File: config.mk
export PLATFORM = sky130hd
export DESIGN_NAME = frame_buffer_scheduler
export DESIGN_NICKNAME = d
export VERILOG_FILES = /design/src/rtl/frame_buffer_scheduler.sv
export SDC_FILE = /design/constraint.sdc
export NUM_CORES = 1
export LEC_CHECK = 0
export ABC_AREA = 1
export CORE_MARGIN = 1.5
export CORE_UTILIZATION = 43
export CTS_BUF_LIST = sky130_fd_sc_hd__clkbuf_2
export CTS_CLUSTER_SIZE = 16
export DETAILED_ROUTE_END_ITERATION = 10
export PLACE_DENSITY = 0.88
export SLEW_MARGIN = 10
export SYNTH_ARGS = -nofsm -noshare
export SYNTH_HDL_FRONTEND = slang
export SYNTH_SLANG_ARGS = --single-unit
File: constraint.sdc
create_clock -name clock -period 3.5 [get_ports clock]
set_clock_uncertainty 0.05 [all_clocks]
set_input_delay 0.35 -clock clock [delete_from_list [all_inputs] [get_ports clock]]
set_output_delay 0.35 -clock clock [all_outputs]
set_load 0.05 [all_outputs]
File: src/rtl/frame_buffer_scheduler.sv
// Double-buffered frame loader feeding two BRAMs, with a fixed-priority read arbiter
// for the gradient and gamma engines. RD_LAT must be at least 3 (1 addr reg + 1 BRAM + data reg).
module frame_buffer_scheduler #(
  parameter int unsigned FRAME_WORDS = 1024,
  parameter int unsigned RD_LAT      = 3
) (
  input  logic        clock,
  input  logic        reset,
  input  logic        frame_start,
  input  logic        ld_valid,
  input  logic [31:0] ld_data,
  output logic        ld_ready,
  input  logic        grad_rd_req,
  input  logic [16:0] grad_rd_addr,
  output logic        grad_rd_gnt,
  output logic        grad_rd_valid,
  input  logic        gamma_rd_req,
  input  logic [16:0] gamma_addr_ref,
  input  logic [16:0] gamma_addr_def,
  output logic        gamma_rd_gnt,
  output logic        gamma_rd_valid,
  output logic [31:0] ref_data,
  output logic [31:0] def_data,
  output logic [31:0] bram0_addr,
  output logic [3:0]  bram0_we,
  output logic [31:0] bram0_din,
  input  logic [31:0] bram0_dout,
  output logic [31:0] bram1_addr,
  output logic [3:0]  bram1_we,
  output logic [31:0] bram1_din,
  input  logic [31:0] bram1_dout,
  output logic        proc_start,
  input  logic        proc_done,
  output logic        ref_sel,
  output logic [31:0] frame_count,
  output logic        busy
);

  localparam int unsigned WcW        = (FRAME_WORDS > 1) ? $clog2(FRAME_WORDS) : 1;
  localparam int unsigned DataStages = RD_LAT - 2;

  typedef enum logic [1:0] {StIdle, StLoad, StProcess} state_e;

  state_e             state_q, state_d;
  logic [WcW-1:0]     wc_q;
  logic [1:0]         fill_q;  // frames loaded since reset, saturating at 2
  logic [31:0]        frame_count_q;
  logic               ref_sel_q;
  logic               proc_start_q;
  logic [RD_LAT-1:0]  grad_pipe_q, gamma_pipe_q;
  logic [31:0]        ref_pipe_q [DataStages];
  logic [31:0]        def_pipe_q [DataStages];
  logic [31:0]        addr0_q, addr1_q, din0_q, din1_q;
  logic [3:0]         we0_q, we1_q;

  logic        ld_fire, last_word, wr_sel, grad_gnt, gamma_gnt;
  logic [31:0] wc_byte, grad_byte, gref_byte, gdef_byte;

  assign ld_fire   = (state_q == StLoad) && ld_valid;
  assign last_word = (wc_q == WcW'(FRAME_WORDS - 1));
  assign grad_gnt  = (state_q == StProcess) && grad_rd_req;
  assign gamma_gnt = (state_q == StProcess) && gamma_rd_req && !grad_rd_req;
  assign wc_byte   = 32'(wc_q) << 2;
  assign grad_byte = {13'b0, grad_rd_addr, 2'b00};
  assign gref_byte = {13'b0, gamma_addr_ref, 2'b00};
  assign gdef_byte = {13'b0, gamma_addr_def, 2'b00};

  // First two frames fill BRAM0 then BRAM1; afterwards the oldest (reference) is overwritten.
  always_comb begin
    wr_sel = ref_sel_q;
    if (fill_q == 2'd0)      wr_sel = 1'b0;
    else if (fill_q == 2'd1) wr_sel = 1'b1;
  end

  always_comb begin
    state_d = state_q;
    case (state_q)
      StIdle:    if (frame_start) state_d = StLoad;
      StLoad:    if (ld_fire && last_word) state_d = (fill_q == 2'd0) ? StIdle : StProcess;
      StProcess: if (proc_done) state_d = StIdle;
      default:   state_d = StIdle;
    endcase
  end

  always_ff @(posedge clock) begin
    if (reset) begin
      state_q       <= StIdle;
      wc_q          <= '0;
      fill_q        <= '0;
      frame_count_q <= '0;
      ref_sel_q     <= 1'b0;
      proc_start_q  <= 1'b0;
      grad_pipe_q   <= '0;
      gamma_pipe_q  <= '0;
      addr0_q       <= '0;
      addr1_q       <= '0;
      din0_q        <= '0;
      din1_q        <= '0;
      we0_q         <= '0;
      we1_q         <= '0;
      for (int i = 0; i < int'(DataStages); i++) begin
        ref_pipe_q[i] <= '0;
        def_pipe_q[i] <= '0;
      end
    end else begin
      state_q      <= state_d;
      proc_start_q <= ld_fire && last_word && (fill_q != 2'd0);
      we0_q        <= '0;
      we1_q        <= '0;

      if (ld_fire) begin
        wc_q <= last_word ? '0 : wc_q + 1'b1;
        if (wr_sel) begin
          addr1_q <= wc_byte;
          din1_q  <= ld_data;
          we1_q   <= 4'b1111;
        end else begin
          addr0_q <= wc_byte;
          din0_q  <= ld_data;
          we0_q   <= 4'b1111;
        end
        if (last_word) begin
          frame_count_q <= frame_count_q + 32'd1;
          if (fill_q != 2'd2) fill_q <= fill_q + 2'd1;
          else                ref_sel_q <= ~ref_sel_q;
        end
      end

      // Grants only occur in StProcess, so they never collide with load writes.
      if (grad_gnt) begin
        if (ref_sel_q) addr1_q <= grad_byte;
        else           addr0_q <= grad_byte;
      end else if (gamma_gnt) begin
        if (ref_sel_q) begin
          addr1_q <= gref_byte;
          addr0_q <= gdef_byte;
        end else begin
          addr0_q <= gref_byte;
          addr1_q <= gdef_byte;
        end
      end

      grad_pipe_q  <= {grad_pipe_q[RD_LAT-2:0], grad_gnt};
      gamma_pipe_q <= {gamma_pipe_q[RD_LAT-2:0], gamma_gnt};

      // BRAM dout is valid two cycles after the grant; extra latency is a plain delay line.
      if (grad_pipe_q[1] || gamma_pipe_q[1]) begin
        ref_pipe_q[0] <= ref_sel_q ? bram1_dout : bram0_dout;
        def_pipe_q[0] <= ref_sel_q ? bram0_dout : bram1_dout;
      end
      for (int i = 1; i < int'(DataStages); i++) begin
        ref_pipe_q[i] <= ref_pipe_q[i-1];
        def_pipe_q[i] <= def_pipe_q[i-1];
      end
    end
  end

  assign ld_ready       = (state_q == StLoad);
  assign grad_rd_gnt    = grad_gnt;
  assign gamma_rd_gnt   = gamma_gnt;
  assign grad_rd_valid  = grad_pipe_q[RD_LAT-1];
  assign gamma_rd_valid = gamma_pipe_q[RD_LAT-1];
  assign ref_data       = ref_pipe_q[DataStages-1];
  assign def_data       = def_pipe_q[DataStages-1];
  assign bram0_addr     = addr0_q;
  assign bram0_we       = we0_q;
  assign bram0_din      = din0_q;
  assign bram1_addr     = addr1_q;
  assign bram1_we       = we1_q;
  assign bram1_din      = din1_q;
  assign proc_start     = proc_start_q;
  assign ref_sel        = ref_sel_q;
  assign frame_count    = frame_count_q;
  assign busy           = (state_q != StIdle) || (|grad_pipe_q) || (|gamma_pipe_q);

endmodule

==> flow_metrics.py <==
metrics = {
    "grt": {
        "grt_antenna_before_repair": 5,
        "largest_net_degree_at_the_start_of_global_routing": 77,
        "grt_first_pass_wirelength_um": 59800,
        "global_route.usage.total_pct": 26.6,
        "grt_pass1_vias": 11696,
        "grt.overflow.total": 0,
    },
    "cells_and_area": {
        "post_route_cells_drive_above_1_share_pct": 7.32,
        "layout-area-overhead-vs-synth_pct": 42.1,
        "layout_commonest_cell": "nand2_1",
        "nNetsFinal": 2128,
        "most-common-layout-cells": "421 x nand2_1, 391 x clkdlybuf4s50_1, 227 x inv_1",
    },
    "clocking": {
        "clock_tree.root_cell": "clkbuf_2",
        "cts_num_sinks": 248,
        "worstSkewPairLatency_ns": 0.78,
        "post_cts_setup_buffer_count": 0,
        "clkSlewWorstSetupHoldPaths_ns": 0.10,
        "ctsLongestPathBuffers": 3,
        "htreeDepth": 3,
        "cts_inserted_buffers": 66,
        "cts_tree": "done",
    },
    "synth": {
        "synthDominantCellAreaShare_pct": 31.7,
        "yosys-top-cells-area": "dfxtp_1 32%, edfxtp_1 17%, nand2_1 14%",
        "synth_fp_nets": 1726,
        "yosysWarnings": 0,
        "synth_top_cell_by_area": "dfxtp_1",
        "ys_types": 40,
        "synth-seq-area-share_pct": 48.2,
        "mappedNetlistArea_um2": 11600,
        "syn_inst": 1568,
        "syn_area_per_cell_um2": 7.42,
        "ys_ff_latch": 248,
    },
    "die": {
        "core_area_um2": 26700,
        "num_rows": 60,
        "dieArea_um2": 28000,
        "dieWidth_um": 167,
        "start_util_pct": 43.5,
        "fp.dieH_um": 167,
        "pin_count": 394,
    },
    "sta": {
        "finalSetupViolations": 0,
        "max_slew_margin_vs_limit_pct": 32.9,
        "fin_setup_tns_ns": 0,
        "highest_clock_frequency_the_design_can_meet_ghz": 0.316,
        "worst_pin_slew_ns": 1.00,
        "post-route-min-period_ns": 3.16,
        "rsz0062_at_grt": "no",
        "fin_crit_sh_pct": 90.4,
        "final-hold-violation-count": 0,
        "whs_ns": 0.0863,
        "final-max-slew-violation-count": 0,
    },
    "critical_path": {
        "crit_path_cell_trace": "inv_2 -> nor2_4 -> nand2_2 -> inv_1 -> clkdlybuf4s50_1",
        "worst_r2r_src": "ref_sel",
        "timing.setup.critical_path_class": "register to output port",
        "worst-endpoint-required_ns": 3.10,
        "setup.reg_to_reg.worst_slack_ns": 1.11,
        "setup.worst_path.end_class": "output port",
        "crit-reg2reg-capture": "bram0_addr[21]",
        "critPathMaxStageDelay_ns": 0.84,
        "timing.critical_path.fanout_max": 15,
        "worst_ep_arrival_time_ns": 2.76,
        "reg2reg_depth": 7,
        "start_kind": "register",
        "cpMaxStageDelayCell": "clkdlybuf4s50_1",
    },
    "place": {
        "finalWeightedCongestion": 0.918,
        "place.port_buffers": 393,
        "post-dp-hpwl_um": 27300,
    },
    "routing": {
        "detail_route.wirelength_um": 38500,
        "routed-via-count": 12202,
        "wl_per_cell_um": 16.3,
        "drt-met1-wl_um": 14700,
        "route.detailed.drc": 0,
        "ant_nets": 0,
        "met3_wirelength_um": 3600,
        "firstDrtPassIters": 6,
        "routed.top_layer": "met5",
        "met2_layer_wire_length_in_the_routed_design_um": 18400,
        "vias_per_cell": 5.16,
        "drt_first_iter_violations": 986,
    },
    "flow_run": {
        "maxCapViolCount": 0,
    },
    "min_path": {
        "timing.hold.worst_endpoint": "bram1_din[6]",
        "holdCritStartpoint": "ld_data[6]",
        "min_delay_path_depth": 3,
        "holdCritPathClass": "input pin to register",
    },
    "power": {
        "clock_power_share_pct": 37.7,
        "combinationalPowerShare_pct": 11.7,
        "power_leakage_nw": 7.12,
        "netSwitchingPower_mw": 1.70,
        "netSwitchingFraction_pct": 28.6,
        "seq_power_share_pct": 50.6,
        "power_density_nw_per_um2": 360,
        "peakVddDrop_v": 0.000252,
        "intPower_mw": 4.25,
    },
    "status": {
        "result_of_the_run": "completed",
    },
}
cell families (layout without fill, tap and decap cells):
family	after synthesis	in the layout	synth area share, %
simple gates	704	704	26.5
buf+inv	313	767	10.6
compound gates	279	279	12.7
flops	248	248	48.2
mux	11	11	0.947
xor+xnor	9	9	0.678
fa+ha+maj	4	4	0.430
other cells	0	2	0
worst max-delay path, delay by kind of cell (launching register included):
kind,cells,cell delay (ns)
simple gates,2,0.40
buf+inv,3,1.16
flops,1,0.42
power by group through the flow:
stage | combinational (mW) | clock (mW) | sequential (mW)
3_3_place_gp | 0.671 | 0 | 3.07
2_1_floorplan | 0.174 | 0 | 3.24
6_report | 0.694 | 2.24 | 3.01
4_1_cts | 0.694 | 2.28 | 3.01
5_1_grt | 0.736 | 2.42 | 3.01
3_5_place_dp | 0.683 | 0 | 3.07
per-stage QoR:
step / cell area, µm² / instances / power, mW / setup slack [ns] / utilization, %
global placement: 15800 / 2234 / 3.74 / 0.946 / 59.0
finish: 16500 / 2365 / 5.95 / 0.337 / 61.8
CTS: 16500 / 2363 / 5.98 / 0.192 / 61.8
global route: 16500 / 2365 / 6.17 / 0.151 / 61.8
floorplan: 11600 / 1568 / 3.42 / 0.726 / -
detailed placement: 15800 / 2234 / 3.76 / 0.857 / 59.0
final cells by class:
type | instances | area, µm²
well taps | 341 | 427
clock inverters | 22 | 174
fillers | 2273 | 10200
inverters | 230 | 863
repair buffers | 417 | 4140
clock buffers | 98 | 490
flip-flops and latches | 248 | 5610
multi-input cells | 1007 | 4820
diodes | 2 | 5.00
synth_stat cells, drive strengths merged:
| library cell | n |
|---|---|
| dfxtp | 184 |
| xor2 | 7 |
| inv | 230 |
| ha | 4 |
| clkbuf | 41 |
| nor3b | 30 |
| mux2i | 11 |
| nor3 | 13 |
| buf | 42 |
| a31oi | 9 |
| and3 | 1 |
| nand2 | 426 |
| a21boi | 1 |
| nand3 | 105 |
| or2 | 1 |
| nand4 | 12 |
| nor4 | 1 |
| xnor2 | 2 |
| a21oi | 71 |
| o21a | 14 |
| o21ai | 167 |
| nand3b | 2 |
| o22ai | 14 |
| o32a | 1 |
| nor2 | 113 |
| edfxtp | 64 |
| a211oi | 2 |
state kept, by name, indices dropped and copies added, names as in the netlist, 10 cells and up:
register,cells
ref_pipe_q,32
bram1_addr,32
bram0_din,32
def_pipe_q,32
frame_count,32
bram1_din,32
wc_q,10
bram0_addr,32
what timing repair did:
action / in CTS / in global routing
endpoints found under the setup margin: 0 / 0
gates resized for setup: 0 / 0
hold buffers: 9 / 0
endpoints found under the hold margin: 12 / 0
per-layer routing:
metal  track usage (%)  vias to the layer above
li1                  -                     5867
met1              30.7                     5590
met2              45.5                      604
met3              7.14                      133
met4              13.6                        8
met5                 0                        -
how the worst max path moves through the flow:
stage          startpoint          endpoint  slack, ns
2_1_floorplan       reset  def_pipe_q[0][0]       0.73
3_3_place_gp     ld_valid    bram0_addr[27]       0.95
3_5_place_dp     ld_valid    bram0_addr[21]       0.86
4_1_cts        state_q[1]       grad_rd_gnt       0.19
5_1_grt        state_q[1]       grad_rd_gnt       0.15
6_report       state_q[1]       grad_rd_gnt       0.34
(Power assumes the default switching activity.)
